**config.mk**
```make
export PLATFORM = sky130hd
export DESIGN_NAME = stepper_pulse_conditioner
export DESIGN_NICKNAME = d
export VERILOG_FILES = /design/src/rtl/stepper_pkg.sv /design/src/rtl/sync2.sv /design/src/rtl/stepper_pulse_conditioner.sv
export SDC_FILE = /design/constraint.sdc
export NUM_CORES = 1
export LEC_CHECK = 0
export CORE_MARGIN = 4
export CORE_UTILIZATION = 70
export DETAILED_ROUTE_END_ITERATION = 7
export DONT_BUFFER_PORTS = 1
export HOLD_SLACK_MARGIN = 0.15
export PLACE_DENSITY = 0.86
export SYNTH_ARGS = -nofsm -noshare
export SYNTH_HDL_FRONTEND = slang
export SYNTH_SLANG_ARGS = --single-unit
```
**constraint.sdc**
```tcl
create_clock -name avs_clk -period 9.5 [get_ports avs_clk]
set_clock_uncertainty 0.05 [all_clocks]
set_input_delay 0.475 -clock avs_clk [delete_from_list [all_inputs] [get_ports avs_clk]]
set_output_delay 0.475 -clock avs_clk [all_outputs]
set_load 0.05 [all_outputs]
```
**src/rtl/stepper_pkg.sv**
```systemverilog
`default_nettype none
// ============================================================================
//  Module      : stepper_pkg
//  Description : Shared definitions for the stepper pulse conditioner:
//                FSM state encoding, status bit positions, register map.
//  Revision    : 1.0 - initial release
// ============================================================================
package stepper_pkg;

    // Conditioner sequencing states
    typedef enum logic [2:0] {
        S_OFF   = 3'd0,
        S_LEAD  = 3'd1,
        S_READY = 3'd2,
        S_SETUP = 3'd3,
        S_PULSE = 3'd4,
        S_GAP   = 3'd5
    } state_t;

    // Status word bit positions (address 0)
    localparam int unsigned ST_LIM_FWD = 0;
    localparam int unsigned ST_LIM_REV = 1;
    localparam int unsigned ST_LIM_HIT = 2;
    localparam int unsigned ST_OVERRUN = 3;
    localparam int unsigned ST_BUSY    = 4;

    // Register map
    localparam logic ADDR_STATUS = 1'b0;
    localparam logic ADDR_POS    = 1'b1;

endpackage : stepper_pkg
`default_nettype wire

```
**src/rtl/sync2.sv**
```systemverilog
`default_nettype none
// ============================================================================
//  Module      : sync2
//  Description : Two-flop synchronizer for a single asynchronous level input.
//  Revision    : 1.0 - initial release
// ============================================================================
module sync2 (
    input  logic clk,
    input  logic rst_n,
    input  logic i_d,
    output logic o_q
);

    logic r_meta;
    logic r_sync;

    // Two back-to-back flops give the first stage a full cycle to resolve
    always_ff @(posedge clk or negedge rst_n) begin
        if (!rst_n) begin
            r_meta <= 1'b0;
            r_sync <= 1'b0;
        end else begin
            r_meta <= i_d;
            r_sync <= r_meta;
        end
    end

    assign o_q = r_sync;

endmodule : sync2
`default_nettype wire

```
**src/rtl/stepper_pulse_conditioner.sv**
```systemverilog
`default_nettype none
// ============================================================================
//  Module      : stepper_pulse_conditioner
//  Description : Converts controller en/step/dir into driver-compliant
//                signals (min pulse width, DIR setup, ENABLE lead), blocks
//                steps into asserted limits, counts emitted pulses, and
//                exposes status/position on a 2-word Avalon-MM slave.
//  Revision    : 1.0 - initial release
// ============================================================================
module stepper_pulse_conditioner
    import stepper_pkg::*;
#(
    parameter int unsigned PULSE_W   = 200,
    parameter int unsigned DIR_SETUP = 500,
    parameter int unsigned EN_LEAD   = 1000,
    parameter int unsigned TMR_W     = 16
) (
    input  logic        avs_clk,
    input  logic        avs_reset_n,
    input  logic        avs_cs,
    input  logic        avs_address,
    input  logic        avs_write,
    input  logic [31:0] avs_writedata,
    input  logic        avs_read,
    output logic [31:0] avs_readdata,
    input  logic        en_in,
    input  logic        step_in,
    input  logic        dir_in,
    input  logic        lim_fwd,
    input  logic        lim_rev,
    output logic        drv_en_n,
    output logic        drv_step,
    output logic        drv_dir
);

    localparam logic [TMR_W-1:0] C_PULSE_M1 = TMR_W'(PULSE_W - 1);
    localparam logic [TMR_W-1:0] C_SETUP_M1 = TMR_W'(DIR_SETUP - 1);
    localparam logic [TMR_W-1:0] C_LEAD_M1  = TMR_W'(EN_LEAD - 1);

    logic             w_lim_fwd_s;
    logic             w_lim_rev_s;
    logic             r_step_q;
    logic             w_rise;

    state_t           r_state,    w_state_nxt;
    logic [TMR_W-1:0] r_timer,    w_timer_nxt;
    logic             r_pending,  w_pending_nxt;
    logic             r_drv_step, w_drv_step_nxt;
    logic             r_drv_en_n, w_drv_en_n_nxt;
    logic             r_drv_dir,  w_drv_dir_nxt;

    logic             w_try_issue;
    logic             w_blocked;
    logic             w_issue;
    logic             w_lim_hit_set;
    logic             w_overrun_set;

    logic [31:0]      r_position;
    logic             r_lim_hit;
    logic             r_overrun;
    logic [31:0]      r_readdata;
    logic [31:0]      w_status;
    logic             w_busy;
    logic             w_stat_wr;
    logic             w_pos_wr;

    sync2 u_sync_lim_fwd (
        .clk   (avs_clk),
        .rst_n (avs_reset_n),
        .i_d   (lim_fwd),
        .o_q   (w_lim_fwd_s)
    );

    sync2 u_sync_lim_rev (
        .clk   (avs_clk),
        .rst_n (avs_reset_n),
        .i_d   (lim_rev),
        .o_q   (w_lim_rev_s)
    );

    // Delayed copy of step_in for rising-edge detection
    always_ff @(posedge avs_clk or negedge avs_reset_n) begin
        if (!avs_reset_n) r_step_q <= 1'b0;
        else              r_step_q <= step_in;
    end

    assign w_rise        = step_in & ~r_step_q;
    // A new edge cannot be queued while one is waiting or a pulse/gap runs
    assign w_overrun_set = w_rise & (r_pending | (r_state == S_PULSE) | (r_state == S_GAP));
    // A limit blocks motion in the direction currently presented to the driver
    assign w_blocked     = r_drv_dir ? w_lim_fwd_s : w_lim_rev_s;
    assign w_issue       = w_try_issue & ~w_blocked;
    assign w_lim_hit_set = w_try_issue &  w_blocked;

    // Sequencing state and driver output registers
    always_ff @(posedge avs_clk or negedge avs_reset_n) begin
        if (!avs_reset_n) begin
            r_state    <= S_OFF;
            r_timer    <= '0;
            r_pending  <= 1'b0;
            r_drv_step <= 1'b0;
            r_drv_en_n <= 1'b1;
            r_drv_dir  <= 1'b0;
        end else begin
            r_state    <= w_state_nxt;
            r_timer    <= w_timer_nxt;
            r_pending  <= w_pending_nxt;
            r_drv_step <= w_drv_step_nxt;
            r_drv_en_n <= w_drv_en_n_nxt;
            r_drv_dir  <= w_drv_dir_nxt;
        end
    end

    // Next-state logic: timing windows, request capture and pulse issue
    always_comb begin
        w_state_nxt    = r_state;
        w_timer_nxt    = r_timer;
        w_pending_nxt  = r_pending;
        w_drv_step_nxt = r_drv_step;
        w_drv_en_n_nxt = r_drv_en_n;
        w_drv_dir_nxt  = r_drv_dir;
        w_try_issue    = 1'b0;

        case (r_state)
            S_OFF: begin
                w_drv_en_n_nxt = 1'b1;
                w_pending_nxt  = 1'b0;
                if (en_in) begin
                    w_state_nxt    = S_LEAD;
                    w_timer_nxt    = C_LEAD_M1;
                    w_drv_en_n_nxt = 1'b0;
                end
            end
            S_LEAD: begin
                if (!en_in) begin
                    w_state_nxt    = S_OFF;
                    w_drv_en_n_nxt = 1'b1;
                    w_pending_nxt  = 1'b0;
                end else begin
                    if (w_rise) w_pending_nxt = 1'b1;
                    if (r_timer == '0) w_state_nxt = S_READY;
                    else               w_timer_nxt = r_timer - 1'b1;
                end
            end
            S_READY: begin
                if (!en_in) begin
                    w_state_nxt    = S_OFF;
                    w_drv_en_n_nxt = 1'b1;
                    w_pending_nxt  = 1'b0;
                end else if (r_pending || w_rise) begin
                    if (dir_in != r_drv_dir) begin
                        // Request stays pending through the setup window
                        w_drv_dir_nxt = dir_in;
                        w_timer_nxt   = C_SETUP_M1;
                        w_state_nxt   = S_SETUP;
                        w_pending_nxt = 1'b1;
                    end else begin
                        w_try_issue = 1'b1;
                    end
                end
            end
            S_SETUP: begin
                if (!en_in) begin
                    w_state_nxt    = S_OFF;
                    w_drv_en_n_nxt = 1'b1;
                    w_pending_nxt  = 1'b0;
                end else if (r_timer == '0) begin
                    w_try_issue = 1'b1;
                end else begin
                    w_timer_nxt = r_timer - 1'b1;
                end
            end
            S_PULSE: begin
                if (r_timer == '0) begin
                    w_drv_step_nxt = 1'b0;
                    w_timer_nxt    = C_PULSE_M1;
                    w_state_nxt    = S_GAP;
                end else begin
                    w_timer_nxt = r_timer - 1'b1;
                end
            end
            S_GAP: begin
                if (r_timer == '0) begin
                    if (en_in) begin
                        w_state_nxt = S_READY;
                    end else begin
                        w_state_nxt    = S_OFF;
                        w_drv_en_n_nxt = 1'b1;
                    end
                end else begin
                    w_timer_nxt = r_timer - 1'b1;
                end
            end
            default: begin
                w_state_nxt    = S_OFF;
                w_drv_en_n_nxt = 1'b1;
                w_drv_step_nxt = 1'b0;
                w_pending_nxt  = 1'b0;
            end
        endcase

        // Issue point shared by READY (same direction) and end of SETUP
        if (w_try_issue) begin
            w_pending_nxt = 1'b0;
            if (w_blocked) begin
                w_state_nxt = S_READY;
            end else begin
                w_drv_step_nxt = 1'b1;
                w_timer_nxt    = C_PULSE_M1;
                w_state_nxt    = S_PULSE;
            end
        end
    end

    assign w_stat_wr = avs_cs & avs_write & (avs_address == ADDR_STATUS);
    assign w_pos_wr  = avs_cs & avs_write & (avs_address == ADDR_POS);

    // Position counter and sticky flags; a set beats a same-cycle clear
    always_ff @(posedge avs_clk or negedge avs_reset_n) begin
        if (!avs_reset_n) begin
            r_position <= '0;
            r_lim_hit  <= 1'b0;
            r_overrun  <= 1'b0;
        end else begin
            if (w_pos_wr)     r_position <= avs_writedata;
            else if (w_issue) r_position <= r_position + (r_drv_dir ? 32'd1 : 32'hFFFF_FFFF);
            r_lim_hit <= w_lim_hit_set | (r_lim_hit & ~(w_stat_wr & avs_writedata[ST_LIM_HIT]));
            r_overrun <= w_overrun_set | (r_overrun & ~(w_stat_wr & avs_writedata[ST_OVERRUN]));
        end
    end

    assign w_busy = (r_state == S_SETUP) | (r_state == S_PULSE) | (r_state == S_GAP);

    // Status word assembly
    always_comb begin
        w_status             = '0;
        w_status[ST_LIM_FWD] = w_lim_fwd_s;
        w_status[ST_LIM_REV] = w_lim_rev_s;
        w_status[ST_LIM_HIT] = r_lim_hit;
        w_status[ST_OVERRUN] = r_overrun;
        w_status[ST_BUSY]    = w_busy;
    end

    // Registered read data, valid the cycle after the read strobe
    always_ff @(posedge avs_clk or negedge avs_reset_n) begin
        if (!avs_reset_n) begin
            r_readdata <= '0;
        end else if (avs_cs && avs_read) begin
            r_readdata <= (avs_address == ADDR_POS) ? r_position : w_status;
        end
    end

    assign avs_readdata = r_readdata;
    assign drv_en_n     = r_drv_en_n;
    assign drv_step     = r_drv_step;
    assign drv_dir      = r_drv_dir;

endmodule : stepper_pulse_conditioner
`default_nettype wire

```
## Word-level counts from Yosys, hierarchy flattened

Cells that the tools add are included.

- Register bits: 94
- Word-level logic and storage cells: 119
- Output and inout port bits: 35

- Reduce and logical (&&, ||, !) cells: 13
- Bitwise logic cells: 23
- Add/sub/neg operators: 2
- Equal/unequal tests: 16
- Muxes and demuxes: 50

Operator list:

| kind | number |
|---|---|
| $mux W16 | 9 |
| $mux W32 | 4 |
| $pmux W16 S5 | 1 |
| $mux W3 | 11 |
| $add A32 B32 Y32 | 1 |
| $mux W1 | 19 |
| $pmux W3 S6 | 1 |
| $logic_not A16 Y1 | 1 |
| $ne A4 B4 Y1 const B | 4 |
| $sub A16 B1 Y16 const B | 1 |
| $ne A3 B3 Y1 const B | 4 |
| $and A1 B1 Y1 | 11 |
| $pmux W1 S4 | 2 |
| $reduce_and A7 Y1 | 1 |
| $eq A3 B2 Y1 const B | 2 |
| $eq A3 B3 Y1 const B | 2 |
| $not A1 Y1 | 6 |
| $or A1 B1 Y1 | 6 |
| $reduce_and A5 Y1 | 1 |
| $reduce_or A5 Y1 | 1 |
| $pmux W1 S2 | 2 |
| $reduce_and A4 Y1 | 1 |
| $reduce_or A2 Y1 | 2 |
| $eq A3 B1 Y1 const B | 1 |
| 10 further kinds | 10 |

## Longest topological paths before layout

Gate-level depths: netlist of the first run.

- Depth after elaboration: 9
- Gate-level depth with buffers: 13
- Mapped depth without buffers: 11

## Hierarchy

From an unflattened synthesis of the first run, not the netlist that was laid out.

- Cell total of the unflattened synthesis: 798
- Area, all modules: 6297.3 um^2

Modules (own cells, without submodules):

| module | seq. area each (um^2) | times used | area an instance (um^2) | cells each |
|---|---|---|---|---|
| stepper_pulse_conditioner | 2253.4 | 1 | 6197.2 | 794 |
| sync2 | 50.0 | 2 | 50.0 | 2 |

## Worst setup path after synthesis of the first run

No wires, ideal clock.

- Kind: flip-flop to flip-flop
- From: reg r_drv_dir (netlist: drv_dir)
- To: reg r_position[25]
- Path slack: 5.769 ns
- Cell stages (with the launch flop): 12
- Data arrival time: 3.553 ns
- Required time: 9.322 ns
- Clock period less this slack: 3.731 ns
- Path buffers: 0
- Cell sequence: dfrtp_1 -> inv_1 -> ha_1 -> a21oi_1 -> o21ai_0 -> a221o_1 -> or2_2 -> o221ai_1 -> a21oi_1 -> a221oi_1 -> mux2i_1 -> nand3_1

- Word-level cells in the longest chain between the ends: 7
- Elaborated cells on any way between the ends: 13

Ends and longest elaborated chain:

| item | line | source |
|---|---|---|
| start: declaration | stepper_pulse_conditioner.sv:50 | `logic r_drv_dir, w_drv_dir_nxt;` |
| start signal: assignment | stepper_pulse_conditioner.sv:110 | `r_drv_dir <= w_drv_dir_nxt;` |
| branches (longest 7 deep; another with $add A32 B32 Y32) | -- |  |
| end signal: assignment | stepper_pulse_conditioner.sv:225 | `if (w_pos_wr) r_position <= avs_writedata;` |
| end signal: assignment | stepper_pulse_conditioner.sv:226 | `else if (w_issue) r_position <= r_position + (r_drv_dir ? 32'd1 : 32'hFFFF_FFFF);` |
| end: declaration | stepper_pulse_conditioner.sv:58 | `logic [31:0] r_position;` |

Several ways; the timed one is not identified. The select of a mux whose other input is x is not followed.
A chain may end at the register's enable or synchronous reset.

## Worst setup path after layout of the first run

- From: reg r_drv_dir (netlist: drv_dir)
- To: reg r_position[28]

Same word-level chain as after synthesis.

==> results.ini, run 1 <==
[yosys]
yosysWarningCount = 0
yosys-top-cells-area = sky130_fd_sc_hd__dfrtp_1 37%, sky130_fd_sc_hd__nand2_1 8.5%, sky130_fd_sc_hd__o21ai_0 6.6%, sky130_fd_sc_hd__ha_1 6.6%, sky130_fd_sc_hd__a21oi_1 6.4%
netlist.top_cell.by_area = sky130_fd_sc_hd__dfrtp_1
unique_cell_type_count_in_the_yosys_netlist = 57
netlist_instances = 798
netlist_area_um2 = 6300
synthArstFlopShare_pct = 100
synth_top_flop_cell = sky130_fd_sc_hd__dfrtp_1
avgSynthCellArea_um2 = 7.89
postSynthRegisterBits = 94
synthesis.nets = 875
yosysTopAreaCellShare_pct = 37.0
synth_edf_count = 0
synth_seq_area_share_pct = 37.4

[min_path]
hp-class = input port to register
min_delay_worst_endpoint = r_position[5]
hold_path_startpoint = avs_writedata[5]
hold_path_depth = 2

[critical_path]
timing.critical_path.from_type = register
startpoint_of_the_worst_slack_reg_to_reg_timing_path = drv_dir
cp_max_fo = 33
reg2reg_end = r_position[28]
worst-setup-path-type = register to register
cp-startpoint = drv_dir
worstPathRequired_ns = 9.71
timing.critical_path.to_type = register
reg2reg_setup_slack_ns = 5.59
cp.arrival_ns = 4.12
ff2ff_path_depth = 12

[power]
irDropWorstVdd_mv = 0.201
power_leakage_uw = 0.00296
p_per_area_nw_per_um2 = 329

[floorplanning]
design.portCount = 78
initial_core_util_pct = 72.2
core_area_um2 = 8720
die_w_um = 103
die_h_um = 103
die_ar_um2 = 10600
std_cell_rows = 34

[status]
outcome = finished clean

[job]
drv_cap = 0

[detailed_routing]
routed_wirelength_um = 16600
drt.antenna.violating_nets = 0
detail_route.vias_per_cell = 6.57
wl_cell_um = 18.7
drt_iter0_drc = 383
dr.pass1.iters = 5
number_of_vias_after_detailed_routing = 5831
drc = 0

[timing]
finalSetupTns_ns = 0
max_clock_freq_mhz = 256
fin_crit_ns = 3.91
final-setup-viol-count = 0
report.final.hold_viol_count = 0
slew_violations = 0
unrepaired_setup_endpoints_after_global_routing = no
ratio_of_final_minimum_period_to_clock_period_pct = 41.1
tightestPinTransition_ns = 0.989
relSlewSlack_pct = 33.8

[finish]
fin_util_pct = 74.8
areaGrowthSynthToFinish_pct = 3.64
post_route_cells_drive_above_1_share_pct = 4.36
diodes = 0
nNetsFinal = 851

[clock_tree]
h-tree-depth = 3
clk_path_buf_depth = 2
cts_setup_buffers = 0
cts_root_buffer = sky130_fd_sc_hd__clkbuf_8
inserted_clock_buffers = 9
clkTransAtPathRegs_ns = 0.11
postCtsResizedCells = 0
clock_sinks = 94
worst_skew_pair_latency_ns = 0.38
tritoncts = yes

[placement]
buffer_ports.inserted = 0
globalplace.congestion = 0.914
hpwl_um = 11500

[grt]
grt_util_all_layers_pct = 32.5
grt_overflow = 0
grt_pass1_wl_um = 27200
number_of_antenna_violations_at_the_first_check_in_global_routing = 0
via_count_of_the_first_global_routing_pass = 5439
grt_start_max_net_pins = 95

## cell usage after synthesis (all sizes together) (3+ instances only)
cell type,number
nor2b,9
dfrtp,93
o31ai,3
a211oi,5
ha,33
nor4,3
or3,4
or2,6
mux2i,8
a31oi,24
inv,15
o21bai,6
nand3,23
a211o,4
nor3,18
nand2b,3
buf,13
o22ai,5
clkbuf,32
and3,11
o211ai,3
nand2,143
a311oi,5
nor2,83
a21o,19
o21ai,83
xnor2,14
xor2,16
nand4,4
a21oi,81
## cell families after synthesis
| kind of cell | Yosys count | synth area share (%) |
|---|---|---|
| and+or+nand+nor | 314 | 22.0 |
| AOI/OAI and AO/OA | 257 | 24.1 |
| DFF | 94 | 37.4 |
| buffers and inverters | 60 | 4.03 |
| adders and majority gates | 34 | 6.87 |
| xor gates and xnor gates | 30 | 4.17 |
| muxes | 9 | 1.45 |
## per-layer routing
layer	wire (µm)	global-route usage [%]	up-vias	part of all wire, %
li1	-	-	2773	-
met1	7160	46.7	2760	43
met2	7650	50.1	260	46
met3	1380	6.09	38	8.3
met4	381	9.86	0	2.3
met5	0	0	-	0
## layout by cell type (no fill, tap or decap), drive strengths merged, types with 5 or more instances in the layout
master,Yosys,routed
o21bai,6,6
buf,13,6
clkbuf,32,11
or2,6,6
xor2,16,16
o21ai,83,83
o22ai,5,5
mux2i,8,8
nor2,83,83
nor2b,9,9
nand2,143,143
a21o,19,19
a21oi,81,81
a211oi,5,5
a311oi,5,5
dfrtp,93,93
a31oi,24,24
nor3,18,18
and3,11,11
nand3,23,23
ha,33,33
inv,15,16
xnor2,14,14
## worst max-delay path by stage
stage,end,slack [ns]
final,r_position[28],5.59
after CTS,r_position[28],5.65
after global routing,r_position[31],5.28
after global placement,r_position[28],5.80
after floorplan,r_position[25],5.77
after detailed placement,r_position[28],5.67
## sequential cells by signal, summed over array words and instances, names as in the netlist, 3 cells and up
name	flops
r_position	32
r_timer	16
r_state	3
avs_readdata	32
## what timing repair did
action                     4_1_cts  5_1_grt
hold buffers                     5        0
hold endpoints to repair        97        0
setup endpoints to repair        0        0
## worst max-delay path: stages (launching register included)
cell and delay (ns):
sky130_fd_sc_hd__dfrtp_1 0.72, sky130_fd_sc_hd__inv_1 0.10, sky130_fd_sc_hd__buf_4 0.28, sky130_fd_sc_hd__ha_1 0.42, sky130_fd_sc_hd__a211o_1 0.35, sky130_fd_sc_hd__nor2_1 0.09, sky130_fd_sc_hd__nor4b_1 0.43, sky130_fd_sc_hd__nor2_1 0.21
sky130_fd_sc_hd__a31oi_1 0.34, sky130_fd_sc_hd__o21bai_1 0.16, sky130_fd_sc_hd__a41oi_1 0.31, sky130_fd_sc_hd__mux2i_1 0.23, sky130_fd_sc_hd__nand3_1 0.09
## final cells by class
type,count,area (µm²)
clock buffer,11,141
tap,108,135
multi-input combinational,644,3690
timing repair buffer,10,105
sequential,94,2350
inverter,15,56.3
clock inverter,5,42.5
fill,666,2190
## report_power, final
| group | switching, µW | internal (µW) | total, µW |
|---|---|---|---|
| sequential | 247 | 498 | 745 |
| clock | 158 | 105 | 263 |
| combinational | 673 | 468 | 1140 |
| total | 1080 | 1070 | 2150 |
## stage by stage
stage | total power [µW] | worst slack (ns) | cells | hold WS [ns] | area, µm²
global route | 2320 | 5.28 | 887 | 0.162 | 6530
CTS | 2130 | 5.65 | 887 | 0.162 | 6530
global placement | 1810 | 5.80 | 866 | 0.131 | 6270
finish | 2150 | 5.59 | 887 | 0.172 | 6530
floorplan | 1620 | 5.77 | 798 | 0.129 | 6300
detailed placement | 1850 | 5.67 | 866 | 0.132 | 6270
(Power assumes the default switching activity.)
==> run 2: changes to the inputs <==
Settings changed: CORE_UTILIZATION 70 to 58, PLACE_DENSITY 0.86 to 0.76.
Clock period 9.5 ns to 3.35 ns, I/O delays scaled along.
==> run 2 against run 1 <==
Cell count up 11%; die area increased by 19%; final area up 11%; non-clock buffer count rose by 66; sequential cell count is the same; combinational power grew to 3.2 times the previous value; sequential power grew to 2.7 times the previous value; utilization decreased by 5.8 points; largest cell class unchanged.
==> results.ini, run 2 (synthesis gave the netlist of run 1 again) <==
[grt]
grt_start_max_net_pins = 95  ; unchanged
grt_pass1_wl_um = 30000  ; +10%
via_count_of_the_first_global_routing_pass = 5978  ; +9.9%
grt_overflow = 0  ; unchanged
number_of_antenna_violations_at_the_first_check_in_global_routing = 0  ; unchanged
grt_util_all_layers_pct = 28.9  ; -3.6 points

[power]
power_leakage_uw = 0.00325  ; +9.7%
irDropWorstVdd_mv = 0.486  ; +140%
p_per_area_nw_per_um2 = 885  ; +170%

[finish]
post_route_cells_drive_above_1_share_pct = 8.17  ; +3.8 points
areaGrowthSynthToFinish_pct = 14.8
layout.cells.non_filler = 981  ; +11%
fillerInstances = 870  ; +31%
final_cell_mix = 142 x sky130_fd_sc_hd__nand2_1, 92 x sky130_fd_sc_hd__dfrtp_1, 83 x sky130_fd_sc_hd__o21ai_0, 81 x sky130_fd_sc_hd__nor2_1, 79 x sky130_fd_sc_hd__a21oi_1
diodes = 0  ; unchanged
nNetsFinal = 917  ; +7.8%
fin_util_pct = 69.1  ; -5.8 points
layout_commonest_cell = sky130_fd_sc_hd__nand2_1

[placement]
place.detailed.instances = 920  ; +6.2%
hpwl_um = 12500  ; +8.4%
buffer_ports.inserted = 0  ; unchanged
dp_slack_ns = 0.158  ; -5.51 ns
globalplace.congestion = 0.921  ; +0.80%

[timing]
fin_crit_ns = 3.16  ; -0.752 ns
slew_violations = 0  ; unchanged
ratio_of_final_minimum_period_to_clock_period_pct = 94.2  ; +53 points
final-setup-viol-count = 0  ; unchanged
fin_ws_ns = 0.193  ; -5.40 ns
finalSetupTns_ns = 0  ; unchanged
unrepaired_setup_endpoints_after_global_routing = yes
max_clock_freq_mhz = 317  ; +24%
relSlewSlack_pct = 32.9  ; -0.90 points
report.final.hold_viol_count = 0  ; unchanged
tightestPinTransition_ns = 1.00  ; +0.0135 ns

[floorplanning]
die_w_um = 112  ; +9.1%
die_h_um = 112  ; +9.1%
design.portCount = 78  ; unchanged
initial_core_util_pct = 60.2  ; -12 points
die_ar_um2 = 12600  ; +19%
std_cell_rows = 37  ; +8.8%
core_area_um2 = 10500  ; +20%

[critical_path]
timing.critical_path.from_type = register
worst-setup-path-type = register to register
worstPathRequired_ns = 3.58  ; -6.13 ns
timing.critical_path.to_type = register
cp_max_fo = 25  ; -24%
cp.arrival_ns = 3.39  ; -0.73 ns

[clock_tree]
clkTransAtPathRegs_ns = 0.09  ; -0.02 ns
clock_sinks = 94  ; unchanged
tritoncts = yes
worst_skew_pair_latency_ns = 0.37  ; about the same
cts_root_buffer = sky130_fd_sc_hd__clkbuf_8
h-tree-depth = 3  ; unchanged
inserted_clock_buffers = 9  ; unchanged
clk_path_buf_depth = 2  ; unchanged

[detailed_routing]
drt_iter0_drc = 556  ; +45%
wl_cell_um = 18.3  ; -2.3%
routed_wirelength_um = 17900  ; +8.1%
detail_route.vias_per_cell = 6.22  ; -5.4%
dr.pass1.iters = 7  ; +2
drc = 0  ; unchanged
number_of_vias_after_detailed_routing = 6102  ; +4.6%
drt.antenna.violating_nets = 0  ; unchanged

[status]
outcome = finished clean

[min_path]
hp-class = input port to register

[job]
drv_cap = 0  ; unchanged

[run 2: what timing repair did]
item / 4_1_cts / 5_1_grt
hold endpoints to repair: 172 / 0
gates resized for setup: 0 / 8
hold buffers: 44 / 0
buffers inserted: 0 / 1
setup endpoints to repair: 0 / 4
[run 2: per-stage QoR]
| stage | area, µm² | power [µW] | hold WS (ns) |
|---|---|---|---|
| 2_1_floorplan | 6330 | 4620 | -0.178 |
| 3_3_place_gp | 6560 | 5410 | -0.176 |
| 6_report | 7230 | 6390 | 0.181 |
| 3_5_place_dp | 6560 | 5500 | -0.176 |
| 5_1_grt | 7230 | 6900 | 0.221 |
| 4_1_cts | 7190 | 6280 | 0.160 |
[run 2: area by class of cell]
type                       count  area, µm²  area share [%]
tap                          136        170            2.35
multi-input combinational    644       3750            51.9
inverter                      15       60.1           0.831
sequential                    94       2350            32.6
clock inverter                 1       5.00          0.0693
timing repair buffer          76        733            10.1
clock buffer                  15        156            2.16
[run 2: report_power, final]
group	switching, µW	internal (µW)	leakage (µW)
Combinational	2110	1570	0.00201
Sequential	621	1410	0.00116
Clock	391	292	0.0000817
[run 2: layer usage]
layer  GRT usage (%)  wire length, µm
met5               0                0
met4            9.13              341
met3            4.04             1290
met2            44.8             8070
met1            42.2             8210
[run 2: final timing paths]
check	startpoint	endpoint	slack (ns)	cells past startpoint
worst max-delay path	drv_dir	r_position[31]	0.19	14
worst min register to register	u_sync_lim_rev.r_meta	u_sync_lim_rev.o_q	0.30	0
min in group asynchronous	avs_reset_n	r_position[18]	0.33	2
worst min-delay path	en_in	r_state[1]	0.18	5
max in group asynchronous	avs_reset_n	drv_dir	2.52	2
worst max register to register	drv_dir	r_position[31]	0.19	14
[run 2: worst max-delay path: stages (launching register included)]
cell                         delay (ns)
sky130_fd_sc_hd__dfrtp_2           0.40
sky130_fd_sc_hd__clkinvlp_4        0.11
sky130_fd_sc_hd__buf_12            0.17
sky130_fd_sc_hd__ha_2              0.38
sky130_fd_sc_hd__nand3_1           0.10
sky130_fd_sc_hd__nor2_2            0.14
sky130_fd_sc_hd__o211ai_1          0.11
sky130_fd_sc_hd__buf_4             0.17
sky130_fd_sc_hd__a2111oi_2         0.30
sky130_fd_sc_hd__buf_4             0.17
sky130_fd_sc_hd__o2111ai_1         0.15
sky130_fd_sc_hd__a31oi_1           0.26
sky130_fd_sc_hd__xnor2_1           0.09
sky130_fd_sc_hd__or3_1             0.30
sky130_fd_sc_hd__a31oi_1           0.17
==> run 3: changes to the inputs <==
==> constraint.sdc (replaced) <==
create_clock -name avs_clk -period 3.35 [get_ports avs_clk]
set_clock_uncertainty 0.05 [all_clocks]
set_input_delay 0 -clock avs_clk [delete_from_list [all_inputs] [get_ports avs_clk]]
set_output_delay 0 -clock avs_clk [all_outputs]
set_load 0.05 [all_outputs]
==> run 3 against run 2 <==
Critical path depth is the same; via count rose by 1.2%; first-iteration DRC count is 5.9% higher; combinational power hardly changed; power rose by 0.18%; sequential cell count stayed put; critical path type unchanged; largest power group unchanged.
==> results.ini, run 3 (synthesis gave the netlist of run 1 again) <==
[critical_path]
worst-setup-path-type = register to register
startpoint_of_the_worst_slack_reg_to_reg_timing_path = drv_dir
critPathSlowestCell = sky130_fd_sc_hd__dfrtp_2
cp.arrival_ns = 3.40  ; about the same
ff2ff_path_depth = 14  ; unchanged
timing.critical_path.to_type = register
cp.buffers_inverters = 4  ; unchanged
path_delay_family = compound AO/OA/AOI/OAI gates
crit_cells = 14  ; unchanged
cp_max_fo = 25  ; unchanged
reg2reg_setup_slack_ns = 0.19  ; about the same
worstPathRequired_ns = 3.58  ; about the same
reg2reg_end = r_position[31]
slowest_delay_ns = 0.40  ; about the same
timing.critical_path.from_type = register
ordered_cell_list_for_the_critical_path = clkinvlp_4 -> buf_12 -> ha_2 -> nand3_1 -> nor2_2 -> o211ai_1 -> buf_4 -> a2111oi_2 -> buf_4 -> o2111ai_1 -> a31oi_1 -> xnor2_1 -> or3_1 -> a31oi_1

[floorplanning]
die_w_um = 112  ; unchanged
initial_core_util_pct = 60.2  ; unchanged
std_cell_rows = 37  ; unchanged
die_h_um = 112  ; unchanged
die_ar_um2 = 12600  ; unchanged
core_area_um2 = 10500  ; unchanged
design.portCount = 78  ; unchanged

[grt]
grt_util_all_layers_pct = 29.2  ; +0.27 points
grt_start_max_net_pins = 95  ; unchanged
number_of_antenna_violations_at_the_first_check_in_global_routing = 0  ; unchanged
grt_pass1_wl_um = 30300  ; +0.85%
via_count_of_the_first_global_routing_pass = 6019  ; +0.69%
grt_overflow = 0  ; unchanged

[detailed_routing]
drt.antenna.violating_nets = 0  ; unchanged
wl_cell_um = 18.5  ; +1.1%
detail_route.vias_per_cell = 6.28  ; +0.89%
drt_iter0_drc = 589  ; +5.9%
drc = 0  ; unchanged
routed_wirelength_um = 18200  ; +1.4%
dr.pass1.iters = 6  ; -1
number_of_vias_after_detailed_routing = 6175  ; +1.2%

[clock_tree]
h-tree-depth = 3  ; unchanged
inserted_clock_buffers = 9  ; unchanged
clock_sinks = 94  ; unchanged
clkTransAtPathRegs_ns = 0.09  ; about the same
cts_root_buffer = sky130_fd_sc_hd__clkbuf_8
worst_skew_pair_latency_ns = 0.37  ; about the same
tritoncts = yes
clk_path_buf_depth = 2  ; unchanged

[power]
power.internal_uw = 3280  ; about the same
switching_share_pct = 48.8  ; +0.054 points
part_of_the_total_power_dissipated_in_sequential_elements_pct = 31.8  ; about the same
pwr-share-clk_pct = 10.6  ; about the same
total_switching_power_uw = 3130  ; +0.29%
power_leakage_uw = 0.00326  ; +0.43%
combinationalPowerShare_pct = 57.6  ; about the same
p_per_area_nw_per_um2 = 883  ; -0.24%
irDropWorstVdd_mv = 0.529  ; +8.7%

[placement]
buffer_ports.inserted = 0  ; unchanged
hpwl_um = 12500  ; unchanged
globalplace.congestion = 0.921  ; unchanged
dp_slack_ns = 0.158  ; unchanged

[finish]
areaGrowthSynthToFinish_pct = 15.2
post_route_cells_drive_above_1_share_pct = 8.14  ; -0.029 points
layout_commonest_cell = sky130_fd_sc_hd__nand2_1
fin_util_pct = 69.4  ; +0.29 points
nNetsFinal = 920  ; +0.33%
diodes = 0  ; unchanged
final_cell_mix = 142 x sky130_fd_sc_hd__nand2_1, 92 x sky130_fd_sc_hd__dfrtp_1, 83 x sky130_fd_sc_hd__o21ai_0, 81 x sky130_fd_sc_hd__nor2_1, 79 x sky130_fd_sc_hd__a21oi_1

[timing]
final-setup-viol-count = 0  ; unchanged
fin_crit_ns = 3.16  ; +0.00561 ns
slew_violations = 0  ; unchanged
max_clock_freq_mhz = 316  ; -0.18%
fin_ws_ns = 0.187  ; -0.00560 ns
relSlewSlack_pct = 30.9  ; -2.0 points
ratio_of_final_minimum_period_to_clock_period_pct = 94.4  ; +0.17 points
unrepaired_setup_endpoints_after_global_routing = yes
tightestPinTransition_ns = 1.03  ; +0.0302 ns
report.final.hold_viol_count = 0  ; unchanged

[min_path]
hp-class = input port to asynchronous set/reset pin

[job]
drv_cap = 0  ; unchanged

[status]
outcome = finished clean

-- run 3: changes by cell type in the layout (fill, tap and decap cells not counted), sizes merged --
cell and delta:
dlygate4sd3 +3
-- run 3: worst max path at each step --
stage               startpoint        endpoint  slack (ns)
finish                 drv_dir  r_position[31]        0.19
global route           drv_dir  r_position[31]       -0.06
CTS                    drv_dir  r_position[31]        0.11
detailed placement     drv_dir  r_position[31]        0.16
global placement       drv_dir  r_position[31]        0.21
floorplan              drv_dir  r_position[25]       -0.22
-- run 3: final cells by class --
class,instances,area [µm²]
fill,865,3210
timing repair buffer,79,763
clock inverter,1,5.00
sequential,94,2350
inverter,15,60.1
clock buffer,15,156
multi-input combinational,644,3750
tap,136,170
-- run 3: per-layer routing --
layer / up-vias / GRT usage, % / part of all wire (%)
met5: - / 0 / 0
met2: 279 / 45.5 / 45
met3: 31 / 3.94 / 6.8
li1: 2925 / - / -
met4: 0 / 8.81 / 1.8
met1: 2940 / 42.6 / 46
-- run 3: power by group through the flow --
stage                     sequential [µW]  combinational [µW]  clock (µW)
after floorplan                      1930                2700           0
after global placement               2040                3370           0
after detailed placement             2050                3460           0
after CTS                            2030                3570         689
after global routing                 2080                4090         742
final                                2040                3690         679
-- run 3: per-stage QoR --
| step | hold slack [ns] | setup TNS, ns | area [µm²] | instances | total power [µW] |
|---|---|---|---|---|---|
| 3_3_place_gp | -0.344 | 0 | 6560 | 920 | 5410 |
| 2_1_floorplan | -0.346 | -0.561 | 6330 | 798 | 4620 |
| 3_5_place_dp | -0.343 | 0 | 6560 | 920 | 5500 |
| 5_1_grt | 0.210 | -0.0552 | 7260 | 984 | 6910 |
| 4_1_cts | 0.180 | 0 | 7220 | 983 | 6290 |
| 6_report | 0.167 | 0 | 7260 | 984 | 6400 |
-- run 3: what timing repair did --
action | CTS | global route
gates resized for setup | 0 | 8
setup endpoints to repair | 0 | 4
buffers inserted | 0 | 1
endpoints found under the hold margin | 178 | 0
hold buffers | 47 | 0
